==> config.mk <==
export PLATFORM = sky130hd
export DESIGN_NAME = corr_sequencer
export DESIGN_NICKNAME = d
export VERILOG_FILES = /design/src/rtl/corr_sequencer_pkg.sv /design/src/rtl/slice_counter.sv /design/src/rtl/corr_sequencer.sv
export SDC_FILE = /design/constraint.sdc
export NUM_CORES = 1
export LEC_CHECK = 0
export CAP_MARGIN = 15
export CORE_MARGIN = 2
export CORE_UTILIZATION = 45
export CTS_BUF_LIST = sky130_fd_sc_hd__clkbuf_4
export CTS_CLUSTER_DIAMETER = 200
export DETAILED_ROUTE_END_ITERATION = 7
export PLACE_DENSITY = 0.95
export SLEW_MARGIN = 20
export SYNTH_ARGS = -nofsm -noshare
export SYNTH_HDL_FRONTEND = slang
export SYNTH_SLANG_ARGS = --single-unit
==> constraint.sdc <==
create_clock -name clock -period 8.1 [get_ports clock]
set_input_delay 1.215 -clock clock [delete_from_list [all_inputs] [get_ports clock]]
set_output_delay 1.215 -clock clock [all_outputs]
set_load 0.01 [all_outputs]
==> src/rtl/corr_sequencer_pkg.sv <==
// Shared defaults and FSM encoding for the correlator sample sequencer.
// Derived widths are computed here so every file agrees on them.
package corr_sequencer_pkg;

    localparam int RADIOS_DEF = 32;
    localparam int TRATE_DEF  = 30;
    localparam int LOOP0_DEF  = 3;
    localparam int ACCUM_DEF  = 64;
    localparam int TBITS_DEF  = $clog2(TRATE_DEF);
    localparam int ABITS_DEF  = $clog2(ACCUM_DEF);

    typedef enum logic [1:0] {
        ST_IDLE  = 2'd0,
        ST_SWEEP = 2'd1,
        ST_WAIT  = 2'd2
    } state_t;

endpackage

==> src/rtl/slice_counter.sv <==
// Modulo-N counter that advances on inc, flagging the final count and
// the final count of every CHUNK-long group (CHUNK must divide N).
module slice_counter
    import corr_sequencer_pkg::*;
#(
    parameter int N     = TRATE_DEF,
    parameter int CHUNK = LOOP0_DEF,
    localparam int W    = (N > 1) ? $clog2(N) : 1
) (
    input  logic         clock,
    input  logic         reset,
    input  logic         inc,
    output logic [W-1:0] count,
    output logic         at_max,
    output logic         boundary
);

    assign at_max = (count == W'(N - 1));

    always_ff @(posedge clock) begin
        if (reset) begin
            count <= '0;
        end else if (inc) begin
            count <= at_max ? '0 : count + W'(1);
        end
    end

    // A separate chunk counter avoids a modulo operator on the main count.
    if (CHUNK > 1) begin : g_chunk
        localparam int CW = $clog2(CHUNK);
        logic [CW-1:0] chunk;

        assign boundary = (chunk == CW'(CHUNK - 1));

        always_ff @(posedge clock) begin
            if (reset) begin
                chunk <= '0;
            end else if (inc) begin
                chunk <= (boundary || at_max) ? '0 : chunk + CW'(1);
            end
        end
    end else begin : g_unit
        assign boundary = 1'b1;
    end

endmodule

==> src/rtl/corr_sequencer.sv <==
// Holds each accepted IQ sample and sweeps it over TRATE timeslices,
// producing the first/next/emit/last strobes for ACCUM-sample windows.
module corr_sequencer
    import corr_sequencer_pkg::*;
#(
    parameter int RADIOS = RADIOS_DEF,
    parameter int TRATE  = TRATE_DEF,
    parameter int LOOP0  = LOOP0_DEF,
    parameter int ACCUM  = ACCUM_DEF,
    localparam int TBITS = $clog2(TRATE),
    localparam int ABITS = $clog2(ACCUM)
) (
    input  logic              clock,
    input  logic              reset,
    input  logic              enable_i,
    input  logic              valid_i,
    output logic              ready_o,
    input  logic [RADIOS-1:0] sigi_i,
    input  logic [RADIOS-1:0] sigq_i,
    output logic              valid_o,
    output logic              first_o,
    output logic              next_o,
    output logic              emit_o,
    output logic              last_o,
    output logic [TBITS-1:0]  addr_o,
    output logic [RADIOS-1:0] sigi_o,
    output logic [RADIOS-1:0] sigq_o,
    output logic              busy_o
);

    state_t           state, state_nx;
    logic             ready_c;
    logic             accept;
    logic             sweeping;
    logic [TBITS-1:0] t_count;
    logic             t_max, t_bnd;
    logic [ABITS-1:0] k_count;
    logic             k_max, k_bnd;

    assign sweeping = (state == ST_SWEEP);
    assign accept   = valid_i & ready_o;

    // t advances every sweep slice; k advances once per completed sweep.
    slice_counter #(.N(TRATE), .CHUNK(LOOP0)) u_tslice (
        .clock    (clock),
        .reset    (reset),
        .inc      (sweeping),
        .count    (t_count),
        .at_max   (t_max),
        .boundary (t_bnd)
    );

    slice_counter #(.N(ACCUM), .CHUNK(ACCUM)) u_ksample (
        .clock    (clock),
        .reset    (reset),
        .inc      (sweeping & t_max),
        .count    (k_count),
        .at_max   (k_max),
        .boundary (k_bnd)
    );

    always_comb begin
        state_nx = state;
        ready_c  = 1'b0;
        case (state)
            ST_IDLE: begin
                ready_c = enable_i;
                if (accept) state_nx = ST_SWEEP;
            end
            ST_SWEEP: begin
                // Only a window boundary consults enable_i.
                ready_c = t_max & (k_max ? enable_i : 1'b1);
                if (t_max) begin
                    if (accept)     state_nx = ST_SWEEP;
                    else if (k_max) state_nx = ST_IDLE;
                    else            state_nx = ST_WAIT;
                end
            end
            ST_WAIT: begin
                ready_c = 1'b1;
                if (accept) state_nx = ST_SWEEP;
            end
            default: state_nx = ST_IDLE;
        endcase
        ready_o = ready_c & ~reset;
    end

    always_ff @(posedge clock) begin
        if (reset) state <= ST_IDLE;
        else       state <= state_nx;
    end

    always_ff @(posedge clock) begin
        if (accept) begin
            sigi_o <= sigi_i;
            sigq_o <= sigq_i;
        end
    end

    assign valid_o = sweeping;
    assign addr_o  = t_count;
    assign first_o = sweeping & (k_count == '0);
    assign next_o  = sweeping & t_bnd;
    assign emit_o  = sweeping & t_bnd & k_bnd;
    assign last_o  = sweeping & t_max & k_max;
    assign busy_o  = (state != ST_IDLE);

endmodule

==> impl_results.md, run 1 <==
- DRT Pass-1 Iters: 8
- # IOs: 144
- Die X: 85.79 um
- Placed Instances: 409
- RSZ-0062 raised after global routing: false
- Skew-Pair Late Insertion Delay: 0.42 ns
- Slew Limit Fails: 0
- Crit. path cell count: 3
- Total GRT Usage: 0.2344
- Required time of the critical path: 6.88 ns
- Initial DRC Count: 145
- Skew final: 0.01724 ns
- Antenna Cells: 0
- Non-filler cells in the finished layout: 425
- Fin nets: 417
- Failing checks: DRC
- Cell Pwr Density: 179.0 nW/um^2
- Top delay family on crit path: buffers and inverters
- Die area: 7360 um^2
- Syn_nets: 267
- Register area share after synthesis: 0.7781
- Clk pin slew, worst setup/hold paths: 0.12 ns
- Crit-path cells: clkdlybuf4s50_1 -> a211oi_2 -> clkdlybuf4s50_1
- Worst reg-to-reg path cell count: 6
- CP dominant cell by count: clkdlybuf4s50_1
- Static Leakage: 1.632 nW
- Post-cts hold buffer count: 0
- Synth area leaders: edfxtp_1 64%, dfxtp_1 14%, ha_1 2.5%
- Largest net degree at the start of global routing: 65
- Starting Density: 0.4687
- Mapped Avg Cell Area: 15.60 um^2
- Std cell rows: 29
- TNS Setup: 0 ns
- Setup CP Type: in -> out
- Min Tclk post-route: 4.309 ns
- Crit path DAT: 3.09 ns
- H-Tree Depth: 3
- Deepest clock path buffer count: 2
- CTS Root Cell: clkbuf_4
- GRT overflow: 0
- Post-DR vias/cell: 5.202
- RePlAce Congestion: 0.8497
- Remaining antenna violation count: 0
- Core Footprint: 6422 um^2
- Area grow syn2layout: 55.57%
- Yosys warns: 0
- Mapped Cells: 193
- Resize count post-CTS: 0
- Most common cell after layout, fill and taps aside: clkdlybuf4s50_1
- Buf/Inv on CP: 2
- Routed wire length: 8372 um
- Clock sinks: 85
- Crit-path max cell delay: 0.83 ns
- First-pass GRT wire length: 12650 um
- Fill cell count: 387
- Die Span Y: 85.79 um
- Crit end category: output pin
- Tightest Hold Check Type: reg -> reg
- Initial antenna violation count: 0
- Final HPWL DP: 6091 um
- Clock buffer count from CTS: 9
- Post-Syn Area: 3010 um^2
- Crit share post-route: 0.5320
- Status: finished, violations left
- Commonest cells after routing, fill and taps aside: 143 x clkdlybuf4s50_1, 64 x edfxtp_1, 21 x dfxtp_1
- Multi-input logic area: 621.8 um^2
- DRC viols: 17
- Maxcap violations: 0
- Post-CTS setup buffers: 0
- Yosys cell types: 33
- CP max FO: 22
- Drt wl/cell: 19.70 um
- Tightest Pin Transition: 0.8237 ns
- Max-slew headroom: 0.4492
- Peak supply drop: 115.0 uV
- # setup viols final: 0
- Synth Register Bits: 85
- Layout cells sized above 1: 0.07184
- Vias: 2211
- Largest area contributor in the netlist: edfxtp_1
- Vias in the first global route: 2192
- Reg area: 2342 um^2
- Fmax: 232.1 MHz
- Final Hold Fails: 0
- TritonCTS clock tree: built
- Top cell type's share of synthesized area: 0.6384
- Worst Setup Start Kind: primary input
- Min-Delay Path Depth: 2
- CP max stage cell: clkdlybuf4s50_1
- Port Buffers: 143
[Yosys cell counts]
master / n
edfxtp_1: 64
dfxtp_1: 21
nor3_1: 12
nor2_1: 11
a21oi_1: 9
nand4_1: 8
xor2_1: 8
nand2_1: 7
ha_1: 6
nand3_1: 6
inv_1: 5
and2_1: 4
nor4_1: 3
o21ai_0: 3
xnor2_1: 3
a211oi_1: 2
a211oi_2: 2
buf_2: 2
clkbuf_1: 2
nand2b_1: 2
and3_1: 1
and4_1: 1
and4_4: 1
buf_4: 1
inv_2: 1
nand2_4: 1
nand3b_1: 1
nor2_2: 1
nor2b_1: 1
nor3b_1: 1
o21a_1: 1
or2_2: 1
or3_1: 1
[kinds of logic (layout without fill, tap and decap cells)]
family                     Yosys count  in the layout  synth area share
AOI/OAI and AO/OA                   17             17           0.03574
xor gates and xnor gates            11             11           0.03201
adders and majority gates            6              6           0.02494
buffers and inverters               11            166           0.01580
DFF                                 85             85            0.7781
and+or+nand+nor                     63             63            0.1135
[per-stage QoR]
| stage | setup WS [ns] | area, um^2 | hold WS [ns] | power, W | util |
|---|---|---|---|---|---|
| 2_1_floorplan | 4.532 | 3010 | 0.4484 | 0.0005195 | - |
| 3_3_place_gp | 3.879 | 4522 | 0.4642 | 0.0005779 | 0.7041 |
| 3_5_place_dp | 3.818 | 4522 | 0.4820 | 0.0005821 | 0.7041 |
| 4_1_cts | 3.821 | 4683 | 0.4996 | 0.0008464 | 0.7292 |
| 5_1_grt | 3.715 | 4683 | 0.5338 | 0.0008691 | 0.7292 |
| 6_report | 3.791 | 4683 | 0.5024 | 0.0008384 | 0.7292 |
[worst min-delay path: stages, from the launching register on]
cell	delay, ns
dfxtp_1	0.35
nand2_1	0.06
a21oi_1	0.06
[state kept, by name, indices dropped and copies added (netlist names)]
| signal | cells |
|---|---|
| sigq_o | 32 |
| u_ksample.count | 6 |
| state | 2 |
| u_ksample.g_chunk.chunk | 6 |
| u_tslice.g_chunk.chunk | 2 |
| u_tslice.count | 5 |
| sigi_o | 32 |
[power by group]
group | internal [W] | switching, W | total (W) | leakage [nW]
registers | 0.000483 | 0.00000519 | 0.000489 | 0.757
logic | 0.0000522 | 0.0000321 | 0.0000843 | 0.783
clock network | 0.000136 | 0.000130 | 0.000265 | 0.0918
total | 0.000671 | 0.000167 | 0.000838 | 1.63
[per-layer routing]
layer / up-vias / track usage / routed length [um]
met5: - / 0 / 0
met4: 0 / 0.07215 / 134
met3: 22 / 0.1020 / 933
met2: 122 / 0.4070 / 4290
met1: 1050 / 0.2606 / 3013
li1: 1017 / - / -
[area by class of cell]
type                            instances  area share
Clock buffer                           12     0.01924
Timing Repair Buffer                  144      0.3072
Sequential cell                        85      0.5001
Multi-Input combinational cell         97      0.1328
Inverter                                6    0.004809
Tap cell                               77     0.02057
Clock inverter                          4     0.01523
[path summary, 6_finish.rpt]
check,end,start,slack (ns)
max reg2reg,sigi_o[11],u_tslice.count[0],5.48
max,ready_o,reset,3.79
min,u_ksample.g_chunk.chunk[1],u_ksample.g_chunk.chunk[1],0.50
min reg2reg,u_ksample.g_chunk.chunk[1],u_ksample.g_chunk.chunk[1],0.50
Note: power is estimated with default switching activity, not from simulation.
==> run 2: changes to the inputs <==
--- a/config.mk
+++ b/config.mk
@@ -7,11 +7,11 @@
 export LEC_CHECK = 0
 export CAP_MARGIN = 15
 export CORE_MARGIN = 2
-export CORE_UTILIZATION = 45
+export CORE_UTILIZATION = 42
 export CTS_BUF_LIST = sky130_fd_sc_hd__clkbuf_4
 export CTS_CLUSTER_DIAMETER = 200
 export DETAILED_ROUTE_END_ITERATION = 7
-export PLACE_DENSITY = 0.95
+export PLACE_DENSITY = 0.93
 export SLEW_MARGIN = 20
 export SYNTH_ARGS = -nofsm -noshare
 export SYNTH_HDL_FRONTEND = slang
==> constraint.sdc (replaced) <==
create_clock -name clock -period 4.5 [get_ports clock]
set_input_delay 0.675 -clock clock [delete_from_list [all_inputs] [get_ports clock]]
set_output_delay 0.675 -clock clock [all_outputs]
set_load 0.01 [all_outputs]
==> run 2 against run 1 <==
The run now ends clean. Die area increased by 6.8%. Clock power increased by 110%. Clock skew increased by 0.0034 ns. Critical endpoint unchanged. Sequential share of layout area decreased by 0.69 points. Non-clock buffer count unchanged. Setup slack got worse by 2.5 ns. Hold slack got worse by 0.0019 ns.
==> impl_results.md, run 2 (synthesis results as in run 1) <==
- Drt wl/cell: 18.98 um
- # IOs: 144
- Antenna Cells: 0
- Fin nets: 417
- Clock sinks: 85
- Slew Limit Fails: 0
- Clk pin slew, worst setup/hold paths: 0.13 ns
- Final Cell Area: 4748 um^2
- Area grow syn2layout: 57.73%
- Std cell rows: 30
- Cell Pwr Density: 333.0 nW/um^2
- CP max FO: 22
- DRT Pass-1 Iters: 4
- Largest net degree at the start of global routing: 60
- Resize count post-CTS: 0
- Core Footprint: 6869 um^2
- Required time of the critical path: 3.83 ns
- TNS Setup: 0 ns
- Worst setup margin: 1.265 ns
- Placed Instances: 428
- Starting Density: 0.4383
- Vias in the first global route: 2102
- Vias: 2222
- Skew final: 0.02066 ns
- Peak supply drop: 159.1 uV
- Crit path DAT: 2.56 ns
- Commonest cells after routing, fill and taps aside: 143 x clkdlybuf4s50_1, 64 x edfxtp_1, 21 x dfxtp_1
- Most common cell after layout, fill and taps aside: clkdlybuf4s50_1
- Total GRT Usage: 0.2186
- Static Leakage: 1.636 nW
- Port Buffers: 143
- Die Span Y: 88.66 um
- Crit-path max cell delay: 0.84 ns
- Status: finished, final reports clean
- Fill cell count: 449
- Crit share post-route: 0.7189
- Clock buffer count from CTS: 9
- Post-DR vias/cell: 5.005
- Final HPWL DP: 6259 um
- Fin Hold WS: 0.5005 ns
- Tightest Pin Transition: 0.8446 ns
- H-Tree Depth: 3
- Post-cts hold buffer count: 0
- Tightest Hold Check Type: reg -> reg
- Die X: 88.66 um
- Min Tclk post-route: 3.235 ns
- Routed wire length: 8429 um
- # setup viols final: 0
- RePlAce Congestion: 0.8347
- Fmax: 309.1 MHz
- Layout cells sized above 1: 0.07184
- Non-filler cells in the finished layout: 444
- First-pass GRT wire length: 12190 um
- Maxcap violations: 0
- DRC viols: 0
- Crit end category: output pin
- CTS Root Cell: clkbuf_4
- GRT overflow: 0
- Post-CTS setup buffers: 0
- TritonCTS clock tree: built
- Placed instance area: 4558 um^2
- Placement Setup Slack: 1.295 ns
- Worst Setup Start Kind: primary input
- Remaining antenna violation count: 0
- Worst r2r src: u_tslice.count[0]
- Die area: 7861 um^2
- Setup CP Type: in -> out
- CP max stage cell: clkdlybuf4s50_1
- Initial DRC Count: 96
- Deepest clock path buffer count: 2
- Final Hold Fails: 0
- RSZ-0062 raised after global routing: false
- CP dominant cell by count: clkdlybuf4s50_1
- Max-slew headroom: 0.4352
- Hold Crit Start: u_ksample.g_chunk.chunk[1]
- Crit-path cells: clkdlybuf4s50_1 -> a211oi_2 -> clkdlybuf4s50_1
- Biggest registers after layout: sigi_o x32, sigq_o x32
- Skew-Pair Late Insertion Delay: 0.42 ns
- Initial antenna violation count: 0
- Crit path from: reset
## run 2: per-stage QoR
step / util / power (W)
finish: 0.6913 / 0.001581
global route: 0.6913 / 0.001634
CTS: 0.6913 / 0.001594
detailed placement: 0.6636 / 0.001050
global placement: 0.6636 / 0.001041
floorplan: - / 0.0009350
## run 2: layout make-up
type | instances | area, um^2 | area share
clock buffers | 9 | 67.56 | 0.01423
clock inverters | 7 | 122.6 | 0.02582
inverters | 6 | 22.52 | 0.004743
multi-input cells | 97 | 621.8 | 0.1310
flip-flops and latches | 85 | 2342 | 0.4933
well taps | 96 | 120.1 | 0.02530
repair buffers | 144 | 1451 | 0.3057
## run 2: metal layers
layer  part of all wire  vias to the layer above  global-route usage
li1                   -                     1017                   -
met1               0.37                     1073              0.2553
met2               0.50                      115              0.3664
met3               0.10                       17             0.07743
met4              0.025                        0             0.09091
met5                  0                        -                   0
## run 2: critical path: cells and delay by family
kind                   cells  cell delay [ns]
AOI/OAI and AO/OA          1             0.43
buffers and inverters      2             1.45
## run 2: power by group
part | switching, W | internal [W]
Sequential | 0.00000890 | 0.000870
Combinational | 0.0000585 | 0.0000954
Clock | 0.000265 | 0.000284
Total | 0.000332 | 0.00125
## run 2: path summary, 6_finish.rpt
check,slack (ns),cells past startpoint,to
setup / recovery,1.27,3,ready_o
hold / removal,0.50,2,u_ksample.g_chunk.chunk[1]
setup reg to reg,2.06,6,sigi_o[14]
hold reg to reg,0.50,2,u_ksample.g_chunk.chunk[1]
==> run 3: changes to the inputs <==
--- a/config.mk
+++ b/config.mk
@@ -7,11 +7,11 @@
 export LEC_CHECK = 0
 export CAP_MARGIN = 15
 export CORE_MARGIN = 2
-export CORE_UTILIZATION = 42
+export CORE_UTILIZATION = 38
 export CTS_BUF_LIST = sky130_fd_sc_hd__clkbuf_4
 export CTS_CLUSTER_DIAMETER = 200
 export DETAILED_ROUTE_END_ITERATION = 7
-export PLACE_DENSITY = 0.93
+export PLACE_DENSITY = 0.89
 export SLEW_MARGIN = 20
 export SYNTH_ARGS = -nofsm -noshare
 export SYNTH_HDL_FRONTEND = slang
==> constraint.sdc (replaced) <==
create_clock -name clock -period 2.96 [get_ports clock]
set_input_delay 0.444 -clock clock [delete_from_list [all_inputs] [get_ports clock]]
set_output_delay 0.444 -clock clock [all_outputs]
set_load 0.01 [all_outputs]
==> run 3 against run 2 <==
Non-clock buffer count grew 3. Sequential share of layout area grew 0.37 points. Sequential power grew 52%. Setup slack lost 1.1 ns. Clock skew grew 0.0022 ns. Die area grew 10%. Critical path depth grew 2. Clock power grew 7.3%. Cell count grew 2.0%. Via count shrank 3.4%.
==> impl_results.md, run 3 (synthesis results as in run 1) <==
- Slew Limit Fails: 0
- Post-DR vias/cell: 4.740
- Most common cell after layout, fill and taps aside: clkdlybuf4s50_1
- Worst Setup Start Kind: register
- Total GRT Usage: 0.1806
- Crit share post-route: 0.9388
- DRT Pass-1 Iters: 4
- Crit end category: output pin
- Skew-Pair Late Insertion Delay: 0.43 ns
- Port Buffers: 143
- Clock buffer count from CTS: 9
- DRC viols: 0
- Final Hold Fails: 0
- Antenna Cells: 0
- TNS Setup: 0 ns
- Worst setup margin: 0.1810 ns
- RePlAce Congestion: 0.9070
- CTS Root Cell: clkbuf_4
- Maxcap violations: 0
- Placement Setup Slack: 0.4668 ns
- Tightest Pin Transition: 0.3865 ns
- Clock sinks: 85
- Cell Pwr Density: 458.3 nW/um^2
- Commonest cells after routing, fill and taps aside: 142 x clkdlybuf4s50_1, 64 x edfxtp_1, 20 x dfxtp_1
- Placed Instances: 437
- Biggest registers after layout: sigi_o x32, sigq_o x32
- Std cell rows: 32
- Static Leakage: 1.633 nW
- Largest net degree at the start of global routing: 22
- Deepest clock path buffer count: 2
- Area grow syn2layout: 56.65%
- Routed wire length: 7881 um
- Remaining antenna violation count: 0
- Power Total: 0.002161 W
- Setup CP Type: reg -> out
- GRT overflow: 0
- Final HPWL DP: 6051 um
- Required time of the critical path: 2.52 ns
- Skew final: 0.02284 ns
- Final Cell Area: 4716 um^2
- Fmax: 359.8 MHz
- Fill cell count: 569
- TritonCTS clock tree: built
- Vias: 2147
- Multi-input logic area: 631.9 um^2
- RSZ-0062 raised after global routing: false
- Starting Density: 0.3916
- Clk pin slew, worst setup/hold paths: 0.13 ns
- Reg area: 2344 um^2
- Peak supply drop: 199.7 uV
- Die Span Y: 93.01 um
- Post-CTS setup buffers: 0
- Vias in the first global route: 2094
- H-Tree Depth: 3
- Placed instance area: 4576 um^2
- Die area: 8650 um^2
- # setup viols final: 0
- Min Tclk post-route: 2.779 ns
- Fin nets: 420
- Initial antenna violation count: 0
- Initial DRC Count: 84
- Status: finished, final reports clean
- Die X: 93.01 um
- Tightest Hold Check Type: reg -> reg
- CP max FO: 6
- Core Footprint: 7687 um^2
- Max-slew headroom: 0.7423
- First-pass GRT wire length: 11550 um
- Layout cells sized above 1: 0.08262
- Drt wl/cell: 17.40 um
- # IOs: 144
- Crit path DAT: 2.33 ns
- Non-filler cells in the finished layout: 453
## run 3: timing repair
item	CTS	global route
setup endpoints to repair	0	3
gates resized for setup	0	5
endpoints found under the hold margin	0	0
hold buffers	0	0
## run 3: worst max-delay path, stage by stage, from the launching register on
cell	delay, ns
dfxtp_1	0.43
ha_1	0.22
nand3_1	0.10
nand2b_1	0.26
nor2_1	0.29
clkdlybuf4s50_1	0.61
## run 3: worst paths after layout
kind	from	to	slack (ns)	cells past startpoint
worst max-delay path	u_ksample.count[0]	last_o	0.18	5
worst max register to register	u_tslice.count[1]	sigq_o[8]	0.55	7
worst min-delay path	u_ksample.g_chunk.chunk[1]	u_ksample.g_chunk.chunk[1]	0.52	2
worst min register to register	u_ksample.g_chunk.chunk[1]	u_ksample.g_chunk.chunk[1]	0.52	2
## run 3: area by class of cell
class,count,share of cell area
clock buffer,9,0.01433
tap,102,0.02706
multi-input combinational,97,0.1340
inverter,6,0.005306
sequential,85,0.4969
clock inverter,7,0.01194
timing repair buffer,147,0.3104
## run 3: per-stage QoR
step             util  hold WS (ns)
6_report       0.6134        0.5203
5_1_grt        0.6134        0.5113
4_1_cts        0.6113        0.5117
3_5_place_dp   0.5952        0.4873
3_3_place_gp   0.5952        0.4716
2_1_floorplan       -        0.4484
## run 3: per-layer routing
layer  share of wire  track usage  vias to the layer above
li1                -            -                     1023
met1            0.39       0.2155                     1007
met2            0.50       0.3019                      105
met3           0.092      0.07333                       12
met4           0.013      0.05270                        0
met5               0            0                        -
## run 3: power by group
group / switching [W] / internal (W) / leakage (nW)
sequential: 0.0000130 / 0.00132 / 0.757
clock: 0.000405 / 0.000184 / 0.0629
combinational: 0.0000900 / 0.000147 / 0.813
